<file path="config.mk">
export PLATFORM = sky130hd
export DESIGN_NAME = popcount_expander_flat
export DESIGN_NICKNAME = d
export VERILOG_FILES = /design/src/rtl/popcount_expander_pkg.sv /design/src/rtl/popcount_expander_if.sv /design/src/rtl/popcount_expander_unary_bit_gen.sv /design/src/rtl/popcount_expander.sv /design/src/flat_wrapper.sv
export SDC_FILE = /design/constraint.sdc
export NUM_CORES = 1
export LEC_CHECK = 0
export ABC_AREA = 1
export CAP_MARGIN = 10
export CORE_UTILIZATION = 49
export DETAILED_ROUTE_END_ITERATION = 12
export HOLD_SLACK_MARGIN = 0.05
export MAX_ROUTING_LAYER = met4
export PLACE_DENSITY_LB_ADDON = 0.1
export SYNTH_ARGS = -nofsm -noshare
export SYNTH_HDL_FRONTEND = slang
export SYNTH_SLANG_ARGS = --single-unit
</file>
<file path="constraint.sdc">
create_clock -name clk -period 1.64 [get_ports clk]
set_input_delay 0.492 -clock clk [delete_from_list [all_inputs] [get_ports clk]]
set_output_delay 0.492 -clock clk [all_outputs]
set_load 0.005 [all_outputs]
</file>
<file path="src/rtl/popcount_expander_pkg.sv">
// Shared types and helpers for the popcount expander.
// Frame width, count width, FSM states and count clipping.
package popcount_pkg;

  localparam int FRAME_W_DEF = 12;
  localparam int CNT_W_DEF   = 4;

  typedef enum logic {
    IDLE,
    EMIT
  } state_e;

  // min(cnt, lim): counts above the frame width are clipped
  function automatic logic [15:0] clip_cnt(
    input logic [15:0] cnt,
    input logic [15:0] lim = 16'(FRAME_W_DEF)
  );
    return (cnt > lim) ? lim : cnt;
  endfunction

endpackage

</file>
<file path="src/rtl/popcount_expander_if.sv">
// Count-in / bit-out valid-ready bundle of the popcount expander.
// slave is the expander side, master is the upstream/downstream side.
interface popcount_expander_if
  import popcount_pkg::*;
#(
  parameter int CNT_W = CNT_W_DEF
);

  logic             cnt_valid;
  logic             cnt_ready;
  logic [CNT_W-1:0] cnt_in;
  logic             bit_valid;
  logic             bit_ready;
  logic             bit_out;
  logic             bit_last;
  logic             sat_flag;

  modport slave (
    input  cnt_valid,
    input  cnt_in,
    input  bit_ready,
    output cnt_ready,
    output bit_valid,
    output bit_out,
    output bit_last,
    output sat_flag
  );

  modport master (
    output cnt_valid,
    output cnt_in,
    output bit_ready,
    input  cnt_ready,
    input  bit_valid,
    input  bit_out,
    input  bit_last,
    input  sat_flag
  );

endinterface

</file>
<file path="src/rtl/popcount_expander_unary_bit_gen.sv">
// Next unary bit generator: thermometer by default, Bresenham
// spread when POPCOUNT_EXPANDER_SPREAD_EN is defined.
module unary_bit_gen
  import popcount_pkg::*;
#(
  parameter int FRAME_W = FRAME_W_DEF,
  parameter int CNT_W   = CNT_W_DEF
) (
  input  logic [CNT_W-1:0] i_n,
  output logic             o_bit
`ifdef POPCOUNT_EXPANDER_SPREAD_EN
  ,
  input  logic [CNT_W:0]   i_acc,
  output logic [CNT_W:0]   o_acc_nxt
`else
  ,
  input  logic [CNT_W-1:0] i_idx
`endif
);

`ifdef POPCOUNT_EXPANDER_SPREAD_EN
  localparam logic [CNT_W:0] FULL = (CNT_W+1)'(FRAME_W);

  logic [CNT_W:0] w_sum;

  // acc + n crossing the frame width emits a one and wraps acc
  always_comb begin
    w_sum     = {1'b0, i_n} + i_acc;
    o_bit     = (w_sum >= FULL);
    o_acc_nxt = o_bit ? (w_sum - FULL) : w_sum;
  end
`else
  // ones first, then zeros
  always_comb begin
    o_bit = (i_idx < i_n);
  end
`endif

endmodule

</file>
<file path="src/rtl/popcount_expander.sv">
// Popcount to unary frame expander, one bit per handshake.
// Option: POPCOUNT_EXPANDER_SPREAD_EN selects spread encoding.
module popcount_expander
  import popcount_pkg::*;
#(
  parameter int FRAME_W = FRAME_W_DEF,
  parameter int CNT_W   = CNT_W_DEF
) (
  input logic clk,
  input logic rst,
  popcount_expander_if.slave bus
);

  localparam logic [CNT_W-1:0] LAST_IDX = CNT_W'(FRAME_W - 1);
  localparam logic [CNT_W-1:0] FULL_N   = CNT_W'(FRAME_W);

  state_e           r_state;
  logic [CNT_W-1:0] r_n;
  logic [CNT_W-1:0] r_idx;
  logic             r_bit_valid;
  logic             r_bit_out;
  logic             r_bit_last;
  logic             r_sat;

  logic             w_cnt_ready;
  logic             w_accept;
  logic             w_beat;
  logic             w_start;
  logic             w_gen_bit;
  logic [CNT_W-1:0] w_clip;
  logic [CNT_W-1:0] w_idx_inc;
  logic [CNT_W-1:0] w_gen_n;

  assign w_cnt_ready = (r_state == IDLE)
                     | ((r_state == EMIT) & r_bit_last & bus.bit_ready);
  assign w_accept    = bus.cnt_valid & w_cnt_ready;
  assign w_beat      = r_bit_valid & bus.bit_ready;
  assign w_clip      = CNT_W'(clip_cnt(16'(bus.cnt_in), 16'(FRAME_W)));
  assign w_idx_inc   = r_idx + CNT_W'(1);
  // a new frame starts from IDLE or right after the last beat
  assign w_start     = (r_state == IDLE) | r_bit_last;
  assign w_gen_n     = w_start ? w_clip : r_n;

`ifdef POPCOUNT_EXPANDER_SPREAD_EN
  logic [CNT_W:0] r_acc;
  logic [CNT_W:0] w_acc_in;
  logic [CNT_W:0] w_acc_nxt;

  assign w_acc_in = w_start ? '0 : r_acc;

  unary_bit_gen #(
    .FRAME_W (FRAME_W),
    .CNT_W   (CNT_W)
  ) u_gen (
    .i_n       (w_gen_n),
    .o_bit     (w_gen_bit),
    .i_acc     (w_acc_in),
    .o_acc_nxt (w_acc_nxt)
  );

  // accumulator tracks the beat whose bit is already registered
  always_ff @(posedge clk or posedge rst) begin
    if (rst) begin
      r_acc <= '0;
    end else if (w_accept || (w_beat && !r_bit_last)) begin
      r_acc <= w_acc_nxt;
    end
  end
`else
  logic [CNT_W-1:0] w_gen_idx;

  assign w_gen_idx = w_start ? '0 : w_idx_inc;

  unary_bit_gen #(
    .FRAME_W (FRAME_W),
    .CNT_W   (CNT_W)
  ) u_gen (
    .i_n   (w_gen_n),
    .o_bit (w_gen_bit),
    .i_idx (w_gen_idx)
  );
`endif

  // frame FSM: load on accept, advance on beat, idle after last
  always_ff @(posedge clk or posedge rst) begin
    if (rst) begin
      r_state     <= IDLE;
      r_n         <= '0;
      r_idx       <= '0;
      r_bit_valid <= 1'b0;
      r_bit_out   <= 1'b0;
      r_bit_last  <= 1'b0;
    end else if (w_accept) begin
      r_state     <= EMIT;
      r_n         <= w_clip;
      r_idx       <= '0;
      r_bit_valid <= 1'b1;
      r_bit_out   <= w_gen_bit;
      r_bit_last  <= (LAST_IDX == '0);
    end else if ((r_state == EMIT) && w_beat) begin
      if (r_bit_last) begin
        r_state     <= IDLE;
        r_idx       <= '0;
        r_bit_valid <= 1'b0;
        r_bit_out   <= 1'b0;
        r_bit_last  <= 1'b0;
      end else begin
        r_idx       <= w_idx_inc;
        r_bit_out   <= w_gen_bit;
        r_bit_last  <= (w_idx_inc == LAST_IDX);
      end
    end
  end

  // sticky flag for counts that had to be clipped
  always_ff @(posedge clk or posedge rst) begin
    if (rst) begin
      r_sat <= 1'b0;
    end else if (w_accept && (bus.cnt_in > FULL_N)) begin
      r_sat <= 1'b1;
    end
  end

  assign bus.cnt_ready = w_cnt_ready;
  assign bus.bit_valid = r_bit_valid;
  assign bus.bit_out   = r_bit_out;
  assign bus.bit_last  = r_bit_last;
  assign bus.sat_flag  = r_sat;

endmodule
</file>
<file path="src/flat_wrapper.sv">
// flat-port wrapper written by rule: the top's interface ports become plain ports
module popcount_expander_flat import popcount_pkg::*;
#(
  parameter int FRAME_W = FRAME_W_DEF,
  parameter int CNT_W   = CNT_W_DEF
)
  (clk, rst, bus_cnt_valid, bus_cnt_in, bus_bit_ready, bus_cnt_ready, bus_bit_valid, bus_bit_out, bus_bit_last, bus_sat_flag);
  popcount_expander_if #(.CNT_W(CNT_W)) bus_i ();
  input logic clk;
  input logic rst;
  input wire logic [$bits(bus_i.cnt_valid)-1:0] bus_cnt_valid;
  input wire logic [$bits(bus_i.cnt_in)-1:0] bus_cnt_in;
  input wire logic [$bits(bus_i.bit_ready)-1:0] bus_bit_ready;
  output wire logic [$bits(bus_i.cnt_ready)-1:0] bus_cnt_ready;
  output wire logic [$bits(bus_i.bit_valid)-1:0] bus_bit_valid;
  output wire logic [$bits(bus_i.bit_out)-1:0] bus_bit_out;
  output wire logic [$bits(bus_i.bit_last)-1:0] bus_bit_last;
  output wire logic [$bits(bus_i.sat_flag)-1:0] bus_sat_flag;
  assign bus_i.cnt_valid = bus_cnt_valid;
  assign bus_i.cnt_in = bus_cnt_in;
  assign bus_i.bit_ready = bus_bit_ready;
  assign bus_cnt_ready = bus_i.cnt_ready;
  assign bus_bit_valid = bus_i.bit_valid;
  assign bus_bit_out = bus_i.bit_out;
  assign bus_bit_last = bus_i.bit_last;
  assign bus_sat_flag = bus_i.sat_flag;
  popcount_expander #(.FRAME_W(FRAME_W), .CNT_W(CNT_W)) u_core (.clk(clk), .rst(rst), .bus(bus_i));
endmodule
</file>
## Word level (Yosys, flattened, before mapping)

Index checks and enable logic that the tools add are counted.
Widths: inputs -> output; s select.

- Register bits: 12
- Latch bits: 0
- Bits in writable memories: 0
- Bits in read-only memories: 0
- Bits of input ports: 8
- Memories: 0

- $add $sub $neg: 1
- Multipliers: 0
- Divide/modulo/power cells: 0
- Magnitude comparators: 3
- Equality and inequality tests: 1
- Shift-type cells: 0
- Mux-type cells: 15
- Bitwise gates (word level): 7
- Reduce and logical (&&, ||, !) cells: 5

Operators with widths:

| cell | number |
|---|---|
| $mux 4 | 6 |
| $mux 1 | 9 |
| $gt 4x4->1 const B | 2 |
| $add 4x1->4 const B | 1 |
| $and 1x1->1 | 4 |
| $eq 4x4->1 const B | 1 |
| $lt 4x4->1 | 1 |
| $reduce_bool 2->1 | 2 |
| $logic_and 1x1->1 | 2 |
| $or 1x1->1 | 2 |
| $reduce_and 2->1 | 1 |
| $not 1->1 | 1 |

## Logic depth before layout (Yosys ltp)

- Depth in word-level cells: 7
- Mapped depth: 10
- Mapped depth without buffers: 10

## By module

From an unflattened synthesis, not the netlist that was laid out.

- Cell total of the unflattened synthesis: 106
- Area total of the unflattened synthesis: 759.5 sq um

Modules (own cells, without submodules):

| module | instances | cells an instance | area each (sq um) | seq. area each (sq um) |
|---|---|---|---|---|
| popcount_expander | 1 | 91 | 668.1 | 300.3 |
| unary_bit_gen | 1 | 15 | 91.3 | 0.0 |

## Least setup slack after synthesis

Ideal clock, no wire load.

- Path type: register to register
- Start: reg u_core.r_bit_last, in the netlist u_core.bus.bit_last
- End: reg u_core.r_bit_out, in the netlist u_core.bus.bit_out
- Data arrival time: 1.452 ns
- Data required time: 1.575 ns
- Slack: 0.123 ns
- Cell stages (with the launch flop): 11
- Clock period less this slack: 1.517 ns
- Cells stage by stage: dfrtp_1 > inv_1 > nand2_4 > nand2_1 > o21ai_0 > ha_1 > a21oi_1 > nand2_2 > a21oi_2 > nand2_1 > nand2_1

- Word-level cells in the longest chain between the ends: 6
- Elaborated cells on any way between the ends: 12

RTL lines:

| what | RTL line | source |
|---|---|---|
| start: declaration | popcount_expander.sv:22 | `logic r_bit_last;` |
| start signal: assignment | popcount_expander.sv:99 | `r_bit_last <= (LAST_IDX == '0);` |
| start signal: assignment | popcount_expander.sv:110 | `r_bit_last <= (w_idx_inc == LAST_IDX);` |
| $or 1x1->1 | popcount_expander.sv:41 | `assign w_start = (r_state == IDLE) \| r_bit_last;` |
| $mux 4 (on tied branches) | popcount_expander.sv:72, popcount_expander.sv:42 |  |
| $lt 4x4->1 | popcount_expander_unary_bit_gen.sv:35 | `o_bit = (i_idx < i_n);` |
| $mux 1 | popcount_expander.sv:101 | `if (r_bit_last) begin` |
| $mux 1 | popcount_expander.sv:100 | `end else if ((r_state == EMIT) && w_beat) begin` |
| $mux 1 | popcount_expander.sv:93 | `end else if (w_accept) begin` |
| end signal: assignment | popcount_expander.sv:98 | `r_bit_out <= w_gen_bit;` |
| end signal: assignment | popcount_expander.sv:109 | `r_bit_out <= w_gen_bit;` |
| end: declaration | popcount_expander.sv:21 | `logic r_bit_out;` |

Several ways; a longest one is shown, not always the timed one. The select of a mux whose other input is x is not followed.
A chain may end at the register's enable or synchronous reset.

## Final worst setup path

- Start: reg u_core.r_idx[0]
- End: reg u_core.r_bit_out, in the netlist u_core.bus.bit_out

- Word-level cells in the longest chain between the ends: 6

RTL lines:

| what | RTL line | source |
|---|---|---|
| start: declaration | popcount_expander.sv:19 | `logic [CNT_W-1:0] r_idx;` |
| start signal: assignment | popcount_expander.sv:108 | `r_idx <= w_idx_inc;` |
| $add 4x1->4 (*) | popcount_expander.sv:39 | `assign w_idx_inc = r_idx + CNT_W'(1);` |
| $mux 4 (*) | popcount_expander.sv:72 | `assign w_gen_idx = w_start ? '0 : w_idx_inc;` |
| $lt 4x4->1 (*) | popcount_expander_unary_bit_gen.sv:35 |  |
| $mux 1 | popcount_expander.sv:101 |  |
| $mux 1 | popcount_expander.sv:100 |  |
| $mux 1 (*) | popcount_expander.sv:93 |  |

Mark *: on every way between the ends. The rest lies on a longest branch, timed or not. The select of a mux whose other input is x is not followed.

==> impl_metrics.yaml <==
status:
  status: "finished clean"
synth:
  synth.net_count: 103
  ys.flop_type: "dfrtp_1"
  syn_inst: 90
  yosysUniqueCellTypes: 18
  netlist_area_um2: 706
  seq_total_area_yosys: 0.426
  synth.cells.most_frequent: "29 x nand2_1, 13 x inv_1, 12 x dfrtp_1, 9 x o21ai_0, 5 x ha_1"
  syn_avg_cell_area_um2: 7.84
  asyncSetResetFlopFracSynth: 1.00
  synth.ff_latch_count: 12
  synth.most_common_cell: "nand2_1"
  netlist.top_cell.by_area: "dfrtp_1"
  synthesis.yosys.warnings: 0
  leading_cell_types_by_total_area_after_synthesis: "dfrtp_1 43%, nand2_1 15%, ha_1 8.9%"
  synth_top_area_share: 0.426
  synth_enable_flop_cells: 0
timing:
  fin_crit_ns: 1.61
  timing.final.setup_violations: 0
  maxSlewViolCount: 0
  clock.fmax_ghz: 0.621
  timing_worst_slew_pin_value_ns: 0.479
  relSlewSlack: 0.680
  timing.final.hold_violations: 0
  grt_setup_unrepaired: "true"
  period_share: 0.982
  timing.clock.skew_ns: 0.00151
worst_setup_path:
  path_depth: 10
  critical_path_class: "register to register"
  cp_cell_sequence: "ha_2, xor2_1, inv_1, nor2_2, ha_1, a21oi_2, nand2_2, a21oi_2, nand2_1, nand2_1"
  setup.reg_to_reg.worst_slack_ns: 0.03
  worst_setup_path_start_kind: "register"
  crit_slowest_cell: "dfrtp_1"
  timing.critical_path.arrival_ns: 1.83
  cp-end-kind: "register"
  critPathRequiredTime_ns: 1.86
  crit_family: "flip-flops"
  timing.critical_path.slowest_cell_delay_ns: 0.44
  worstPathBufferInverterCount: 1
  critical_path.max_fanout: 5
  worstRegToRegCells: 10
routing:
  route.detailed.wl_per_inst_um: 11.8
  detail_route.vias_per_cell: 4.98
  initialDrtViolationCount: 15
  drt_wl_total_mm: 1.62
  vias: 682
  drt-pass1-iter-count: 4
  remaining_drc_errors: 0
  drt.antenna.violating_nets: 0
flow_run:
  timing.max_cap.violations: 0
floorplanning:
  die_width_um: 40.0
  core-area_um2: 1320
  floorplan.initialDensity: 0.536
  design.portCount: 13
  fp-row-count: 13
  die-area_um2: 1600
  die_h_um: 40.0
final_layout:
  nets: 136
  filler_cell_count: 95
  seqCellArea_um2: 302
  finish.utilization: 0.801
  layout-area-overhead-vs-synth_pct: 49.5
  multi_input_comb_area_um2: 383
  n_antenna_cell: 0
  final_non_filler_cell_area_um2: 1050
  drive_gt1_frac: 0.295
global_route:
  grtUsageTotal: 0.230
  number_of_global_route_vias_before_repair: 553
  grt_start_max_net_pins: 13
  grt.overflow.total: 0
  wire_length_of_the_first_global_routing_pass_mm: 2.25
  antenna_violations_before_repair: 0
clocking:
  cts_sinks: 12
  tritoncts: "done"
  clock_edge_transition_at_the_registers_on_the_reported_setup_and_hold_paths_ns: 0.08
  clk_path_buf_depth: 2
  clk-insertion-delay-late_ns: 0.27
  h-tree-depth: 1
  cts_inserted_buffers: 3
  cts_root_buf: "clkbuf_4"
hold_path:
  timing.hold.worst_path_depth: 2
  hold_path.class: "register to register"
power:
  sequentialPowerShare: 0.308
  switching_power_mw: 0.616
  power.combinational.fraction: 0.541
  max-vdd-ir-drop_mv: 0.828
  p_leak_nw: 0.569
  power_per_cell_area_nw_per_um2: 1490
  power.switching_fraction: 0.393
  p_clk_frac: 0.151
  p_int_mw: 0.952
placed_design:
  hpwlAfterDp_mm: 1.04
  replace_congestion: 0.759
  placement.io_buffers: 12
  placed_cell_area_um2: 890
## repair_timing
item,CTS,global route
pin swaps,3,6
hold buffers,0,0
buffers inserted,6,4
setup endpoints to repair,4,6
resized for setup,12,19
## worst register-to-register path: cells and delay by family (launching register included)
family	cells	cell delay, ns
AOI/OAI and AO/OA	2	0.22
DFF	1	0.44
adders and majority gates	2	0.41
and+or+nand+nor	4	0.22
buffers and inverters	1	0.10
xor gates and xnor gates	1	0.16
## sequential cells by signal, indices dropped and copies added, names as in the netlist
signal,flops
u_core.bus.bit_last,1
u_core.bus.sat_flag,1
u_core.bus.bit_valid,1
u_core.r_n,4
u_core.r_idx,4
u_core.bus.bit_out,1
## power by group through the flow
stage	Clock (mW)	Sequential (mW)	Combinational, mW
3_5_place_dp	0	0.491	0.664
2_1_floorplan	0	0.477	0.480
6_report	0.237	0.483	0.849
4_1_cts	0.243	0.480	0.762
5_1_grt	0.254	0.492	0.966
3_3_place_gp	0	0.488	0.642
## area by class of cell
cell class,count,area share
Clock buffer,4,0.0344
Inverter,14,0.0546
Multi-Input combinational cell,64,0.363
Sequential cell,12,0.286
Tap cell,15,0.0178
Timing Repair Buffer,28,0.244
## cell families after synthesis
logic type / count (synthesis) / share of synthesized area
and+or+nand+nor: 43 / 0.268
AOI/OAI and AO/OA: 15 / 0.131
buffers and inverters: 14 / 0.0745
DFF: 12 / 0.426
adders and majority gates: 5 / 0.0887
xor gates and xnor gates: 1 / 0.0124
## metal layers
layer	wire length, um	track usage	up-vias	part of all wire
met5	0	-	-	0
met4	26	0.129	0	0.016
met3	34	0.0500	4	0.021
met1	739	0.263	308	0.46
met2	821	0.371	12	0.51
li1	-	-	358	-
## final timing paths
path | from | end
max | u_core.r_idx[0]$_DFFE_PP0P_ | u_core.bus.bit_out$_DFFE_PP0P_
min | u_core.bus.sat_flag$_DFFE_PP0P_ | u_core.bus.sat_flag$_DFFE_PP0P_
max reg2reg | u_core.r_idx[0]$_DFFE_PP0P_ | u_core.bus.bit_out$_DFFE_PP0P_
min reg2reg | u_core.bus.sat_flag$_DFFE_PP0P_ | u_core.bus.sat_flag$_DFFE_PP0P_
max in group asynchronous | rst | u_core.bus.bit_valid$_DFFE_PP0P_
min in group asynchronous | rst | u_core.bus.sat_flag$_DFFE_PP0P_
## per-stage QoR
| stage | hold WS [ns] | power [mW] | setup TNS (ns) | worst slack, ns | std cells |
|---|---|---|---|---|---|
| after global placement | 0.453 | 1.13 | -0.785 | -0.442 | 123 |
| after CTS | 0.480 | 1.48 | 0 | 0.00429 | 133 |
| final | 0.469 | 1.57 | 0 | 0.0296 | 137 |
| after floorplan | 0.357 | 0.957 | 0 | 0.123 | 90 |
| after global routing | 0.505 | 1.71 | -0.0747 | -0.0747 | 137 |
| after detailed placement | 0.462 | 1.16 | -0.820 | -0.446 | 123 |
## layout by cell type, fill, tap and decap left out, drive strengths merged
| master | count |
|---|---|
| xor2 | 1 |
| dlymetal6s2s | 4 |
| nand3b | 1 |
| nor2 | 4 |
| buf | 17 |
| nand3 | 3 |
| nand4 | 2 |
| clkdlybuf4s15 | 1 |
| dlygate4sd2 | 2 |
| o31ai | 1 |
| clkdlybuf4s50 | 4 |
| dfrtp | 12 |
| clkbuf | 4 |
| o21ai | 10 |
| nand2 | 33 |
| ha | 5 |
| a22o | 1 |
| a21oi | 3 |
| inv | 14 |
Power figures use the tool's default switching activity.
